===== src/rtl/crc_frame_check_pkg.sv =====
// Shared Ethernet CRC32 constants and the reflected byte-step recurrence,
// used by the receive FCS checker and the transmit FCS inserter.
package crc_frame_check_pkg;

    localparam logic [31:0] CRC32_POLY    = 32'h04C11DB7;
    localparam logic [31:0] CRC32_INIT    = 32'hFFFFFFFF;
    localparam logic [31:0] CRC32_RESIDUE = 32'hDEBB20E3;

    // Poly is given in normal form; the LSB-first datapath needs it bit-reversed.
    function automatic logic [31:0] crc32_byte_step_poly(input logic [31:0] state,
                                                         input logic [7:0]  data,
                                                         input logic [31:0] poly);
        logic [31:0] rpoly;
        logic [31:0] s;
        for (int i = 0; i < 32; i++) begin
            rpoly[i] = poly[31-i];
        end
        s = state;
        for (int i = 0; i < 8; i++) begin
            if (s[0] ^ data[i]) begin
                s = (s >> 1) ^ rpoly;
            end else begin
                s = s >> 1;
            end
        end
        return s;
    endfunction

    function automatic logic [31:0] crc32_byte_step(input logic [31:0] state,
                                                    input logic [7:0]  data);
        return crc32_byte_step_poly(state, data, CRC32_POLY);
    endfunction

endpackage


===== src/rtl/crc_frame_check_delay.sv =====
// Byte delay line holding the trailing FCS bytes; head_o is the oldest byte
// once full. A flush discards the contents so the FCS is never forwarded.
module crc_frame_check_delay #(
    parameter int DEPTH = 4
) (
    input  logic       clk,
    input  logic       rst,
    input  logic       push_i,
    input  logic       flush_i,
    input  logic [7:0] data_i,
    output logic       full_o,
    output logic [7:0] head_o
);

    localparam int CW = $clog2(DEPTH + 1);

    logic [7:0]    dat_q [DEPTH];
    logic [CW-1:0] count_q;

    always_ff @(posedge clk) begin
        if (rst || flush_i) begin
            count_q <= '0;
            for (int i = 0; i < DEPTH; i++) begin
                dat_q[i] <= '0;
            end
        end else if (push_i) begin
            // Always shift: when full the oldest byte drops out of the far end.
            dat_q[0] <= data_i;
            for (int i = 1; i < DEPTH; i++) begin
                dat_q[i] <= dat_q[i-1];
            end
            if (count_q != CW'(DEPTH)) begin
                count_q <= count_q + CW'(1);
            end
        end
    end

    assign full_o = (count_q == CW'(DEPTH));
    assign head_o = dat_q[DEPTH-1];

endmodule


===== src/rtl/crc_frame_check.sv =====
// Receive FCS checker: strips the trailing FCS, flags bad/runt frames on the last payload byte.
// CRC_FRAME_CHECK_STATS_EN adds saturating good/bad frame counters.
module crc_frame_check
    import crc_frame_check_pkg::*;
#(
    parameter logic [31:0] CRC_INIT    = CRC32_INIT,
    parameter logic [31:0] CRC_POLY    = CRC32_POLY,
    parameter logic [31:0] CRC_RESIDUE = CRC32_RESIDUE,
    parameter int          FCS_BYTES   = 4
) (
    input  logic        clk,
    input  logic        rst,
    input  logic [7:0]  s_data,
    input  logic        s_valid,
    output logic        s_ready,
    input  logic        s_last,
    output logic [7:0]  m_data,
    output logic        m_valid,
    input  logic        m_ready,
    output logic        m_last,
    output logic        m_user,
    output logic        stat_good,
    output logic        stat_bad
`ifdef CRC_FRAME_CHECK_STATS_EN
    ,
    output logic [31:0] stat_good_count,
    output logic [31:0] stat_bad_count
`endif
);

    logic [31:0] crc_q, crc_d, crc_next;
    logic [7:0]  m_data_q, m_data_d;
    logic        m_valid_q, m_valid_d;
    logic        m_last_q, m_last_d;
    logic        m_user_q, m_user_d;
    logic        stat_good_q, stat_good_d;
    logic        stat_bad_q, stat_bad_d;
    logic        accept, frame_end, bad;
    logic        dl_full;
    logic [7:0]  dl_head;

    assign s_ready   = !m_valid_q || m_ready;
    assign accept    = s_valid && s_ready;
    assign frame_end = accept && s_last;
    assign crc_next  = crc32_byte_step_poly(crc_q, s_data, CRC_POLY);
    // A frame ending before the line is full carried no payload beyond the FCS.
    assign bad       = (crc_next != CRC_RESIDUE) || !dl_full;

    crc_frame_check_delay #(
        .DEPTH (FCS_BYTES)
    ) u_delay (
        .clk     (clk),
        .rst     (rst),
        .push_i  (accept),
        .flush_i (frame_end),
        .data_i  (s_data),
        .full_o  (dl_full),
        .head_o  (dl_head)
    );

    always_comb begin
        crc_d       = crc_q;
        m_data_d    = m_data_q;
        m_valid_d   = m_valid_q;
        m_last_d    = m_last_q;
        m_user_d    = m_user_q;
        stat_good_d = frame_end && !bad;
        stat_bad_d  = frame_end && bad;

        if (accept) begin
            crc_d = s_last ? CRC_INIT : crc_next;
        end

        if (accept && dl_full) begin
            m_data_d  = dl_head;
            m_valid_d = 1'b1;
            m_last_d  = s_last;
            m_user_d  = s_last && bad;
        end else if (m_ready) begin
            m_valid_d = 1'b0;
        end
    end

    always_ff @(posedge clk) begin
        if (rst) begin
            crc_q       <= CRC_INIT;
            m_data_q    <= '0;
            m_valid_q   <= 1'b0;
            m_last_q    <= 1'b0;
            m_user_q    <= 1'b0;
            stat_good_q <= 1'b0;
            stat_bad_q  <= 1'b0;
        end else begin
            crc_q       <= crc_d;
            m_data_q    <= m_data_d;
            m_valid_q   <= m_valid_d;
            m_last_q    <= m_last_d;
            m_user_q    <= m_user_d;
            stat_good_q <= stat_good_d;
            stat_bad_q  <= stat_bad_d;
        end
    end

    assign m_data    = m_data_q;
    assign m_valid   = m_valid_q;
    assign m_last    = m_last_q;
    assign m_user    = m_user_q;
    assign stat_good = stat_good_q;
    assign stat_bad  = stat_bad_q;

`ifdef CRC_FRAME_CHECK_STATS_EN
    logic [31:0] good_cnt_q, bad_cnt_q;

    always_ff @(posedge clk) begin
        if (rst) begin
            good_cnt_q <= '0;
            bad_cnt_q  <= '0;
        end else begin
            if (stat_good_q && (good_cnt_q != 32'hFFFFFFFF)) begin
                good_cnt_q <= good_cnt_q + 32'd1;
            end
            if (stat_bad_q && (bad_cnt_q != 32'hFFFFFFFF)) begin
                bad_cnt_q <= bad_cnt_q + 32'd1;
            end
        end
    end

    assign stat_good_count = good_cnt_q;
    assign stat_bad_count  = bad_cnt_q;
`endif

endmodule


===== config.mk =====
export PLATFORM = sky130hd
export DESIGN_NAME = crc_frame_check
export DESIGN_NICKNAME = d
export VERILOG_FILES = /design/src/rtl/crc_frame_check_pkg.sv /design/src/rtl/crc_frame_check_delay.sv /design/src/rtl/crc_frame_check.sv
export SDC_FILE = /design/constraint.sdc
export NUM_CORES = 1
export LEC_CHECK = 0
export BUFFER_PORTS_ARGS = -buffer_cell sky130_fd_sc_hd__buf_2
export CAP_MARGIN = 20
export CORE_ASPECT_RATIO = 0.9
export CORE_MARGIN = 2
export CORE_UTILIZATION = 30
export DETAILED_ROUTE_END_ITERATION = 8
export PLACE_DENSITY = 0.45
export SKIP_LAST_GASP = 1
export SLEW_MARGIN = 20
export SYNTH_ARGS = -nofsm -noshare
export SYNTH_HDL_FRONTEND = slang
export SYNTH_HIERARCHICAL = 1
export SYNTH_SLANG_ARGS = --single-unit

===== constraint.sdc =====
create_clock -name clk -period 2.52 [get_ports clk]
set_input_delay 0.126 -clock clk [delete_from_list [all_inputs] [get_ports clk]]
set_output_delay 0.126 -clock clk [all_outputs]
set_load 0.1 [all_outputs]

==> flow_metrics.py <==
metrics = {
    "floorplanning": {
        "die_area_mm2": 0.0153,
        "start_util_pct": 30.6,
        "die_x_um": 130,
        "coreArea_mm2": 0.0140,
        "die_h_um": 117,
        "pin_count": 27,
        "rows": 41,
    },
    "logic_synthesis": {
        "netlist_instances": 394,
        "ys.flop_type": "dfxtp_1",
        "yosys_warnings": 6,
        "synth-seq-cells": 80,
        "synth_nets": 410,
        "netlist.area_leader.share_pct": 22.4,
        "ys_seq_area_share_pct": 44.8,
        "synth_area_mm2": 0.00429,
        "synth_edf_count": 32,
        "synthDistinctLibCells": 49,
        "synthTopCellsByArea": "dfxtp_1 (22%), edfxtp_1 (22%), xnor2_1 (8.6%)",
        "synthArstFlopShare_pct": 0,
        "synth_largest_area_cell": "dfxtp_1",
        "postSynthAreaPerCell_um2": 10.9,
    },
    "setup_path": {
        "r2r-start": "crc_q[1]",
        "arrival_ns": 2.83,
        "required_ns": 2.75,
        "end_kind": "flip-flop",
        "r2r_cells": 8,
        "worst_setup_path_start_kind": "flip-flop",
        "r2r_end": "stat_bad",
        "critPathMaxFanout": 8,
        "ff2ff_setup_slack_ns": -0.08,
        "crit_type": "flip-flop to flip-flop",
    },
    "min_path": {
        "whs_endpoint": "m_last",
        "min_path_type": "input port to flip-flop",
        "hold_depth": 3,
        "hp-start": "s_last",
    },
    "place": {
        "io_buffer_count": 26,
        "place_ws_ns": -0.0837,
        "post-dp-hpwl_mm": 6.73,
        "gp_congestion": 0.841,
        "dpl_cell_area_mm2": 0.00489,
    },
    "cells_and_area": {
        "drive_gt1_share_pct": 29.0,
        "area_delta_synth_final_pct": 25.1,
        "post-route-util_pct": 38.3,
        "final_nets": 477,
        "insertedDiodeCount": 0,
        "final_area_mm2": 0.00536,
    },
    "route": {
        "dr.pass1.iters": 4,
        "drt_iter0_drc": 159,
        "viasPerCell": 4.44,
        "wl_per_cell_um": 14.4,
        "routed_wirelength_mm": 9.49,
        "vias": 2926,
        "ant_nets": 0,
        "drc_errors": 0,
    },
    "power_and_ir_drop": {
        "p_per_area_mw_per_mm2": 884,
        "power_w": 0.00474,
        "ir_drop_uv": 362,
        "leakage_nw": 2.20,
    },
    "global_routing": {
        "antenna_found_initial": 1,
        "grt.overflow.total": 0,
        "grt_max_degree": 63,
        "grt_pass1_wl_mm": 15.4,
        "grtUsageTotal_pct": 13.2,
        "grt_pass1_vias": 2861,
    },
    "clock_tree": {
        "numCtsBuffers": 9,
        "clock_latency_ns": 0.34,
        "cts_hold_buf": 0,
        "clockRootBuffer": "clkbuf_16",
        "clockBufferDepth": 2,
        "numClockSinks": 80,
        "cts_max_level": 3,
        "path_clk_slew_ns": 0.07,
        "cts_tree": "done",
    },
    "timing": {
        "fin_tns_setup_ns": -0.173,
        "slew_headroom_pct": 38.6,
        "max_slew.worst_pin.slew_ns": 0.921,
        "skew_ns": 0.00868,
        "finalSetupViolations": 3,
        "fmax_mhz": 385,
        "min_period_over_period_pct": 103,
        "rsz0062_at_grt": "true",
        "finalMaxSlewViolations": 0,
        "hold_violations": 0,
        "setup_ws_ns": -0.0775,
        "layout_min_cycle_time_ns": 2.60,
    },
    "run_status": {
        "status": "complete, but fails checks",
        "violations": "setup timing",
    },
    "run": {
        "drv_cap": 0,
    },
}
-- final cells by class --
type                    instances  area, um^2
multi-input cells             287        2330
repair buffers                 78         544
flip-flops and latches         80        1930
clock buffers                   9         225
inverters                       5        18.8
fillers                      1363        8640
clock inverters                 7        72.6
well taps                     193         241
-- timing repair --
item,4_1_cts,5_1_grt
hold endpoints to repair,0,0
pin swaps,9,6
gates resized for setup,11,10
setup endpoints to repair,2,3
setup buffers,3,6
-- logic make-up after synthesis --
kind of cell	after synthesis	share of synthesized area (%)
AOI/OAI and AO/OA	53	8.87
xor gates and xnor gates	81	22.8
adders and majority gates	3	0.875
buffers and inverters	27	3.59
DFF	80	44.8
muxes	8	1.93
and+or+nand+nor	142	17.2
-- per-stage QoR --
step | std cells | hold slack (ns)
4_1_cts | 653 | 0.0132
2_1_floorplan | 394 | 0.204
6_report | 659 | 0.0390
3_5_place_dp | 634 | 0.382
3_3_place_gp | 634 | 0.380
5_1_grt | 659 | 0.0263
-- report_power, final --
group          leakage [nW]  internal, W  total [W]  switching [W]
Sequential            0.755      0.00146    0.00156      0.0000923
Combinational          1.30      0.00101    0.00188       0.000871
Clock                 0.143     0.000699    0.00130       0.000604
Total                  2.20      0.00317    0.00474        0.00157
-- worst max-delay path, stage by stage, from the launching register on --
cell and delay (ns):
dfxtp_2 0.33, xnor2_2 0.17, buf_12 0.17, xor3_1 0.33, or3b_2 0.46, a22oi_2 0.14
o2111ai_2 0.13, or4_4 0.53, o21a_1 0.21
-- layer usage --
layer | up-vias | GRT usage, % | wire length [um]
li1 | 1492 | - | -
met1 | 1366 | 19.1 | 4820
met2 | 58 | 19.1 | 4180
met3 | 8 | 3.10 | 389
met4 | 2 | 4.57 | 95
met5 | - | 0 | 8
-- sequential cells by signal, summed over array words and instances (netlist names) --
signal and flops:
crc_q 32, m_data 8, m_last 1, m_user 1
m_valid 1, stat_bad 1, stat_good 1, u_delay/count_q 3
u_delay/dat_q 32
-- placed cells by master, fill, tap and decap left out, drive strengths merged, types with 2 or more instances in the layout --
master,instances
edfxtp,32
xnor2,51
nor4,2
or3,5
nor2b,3
inv,9
buf,78
a21oi,12
and2,35
and3,3
ha,3
clkinv,2
clkbuf,9
o211ai,29
mux2i,6
nand3,7
nor2,8
nor3b,6
mux2,2
a22oi,2
xor2,18
nand2,60
nand2b,3
nor3,4
xor3,4
xnor3,8
dfxtp,48
-- Yosys cell counts, types with 6 or more instances --
library cell   n
nand2_1       60
dfxtp_1       48
xnor2_1       42
and2_1        35
edfxtp_1      32
o211ai_1      29
xor2_1        16
a21oi_1       12
clkbuf_1      11
buf_4          8
nor2_1         8
xnor2_2        8
nand3_1        7
mux2i_1        6
xnor3_1        6
-- worst max path at each step --
stage                   from       end  slack (ns)  cells after the start
floorplan           crc_q[3]    m_user       -0.16                      7
global placement    crc_q[3]    m_user       -0.07                      7
detailed placement  crc_q[3]  stat_bad       -0.08                      7
CTS                 crc_q[2]  stat_bad       -0.07                      7
global route        crc_q[4]  stat_bad       -0.16                      8
finish              crc_q[1]  stat_bad       -0.08                      8
Note: power is estimated with default switching activity, not from simulation.
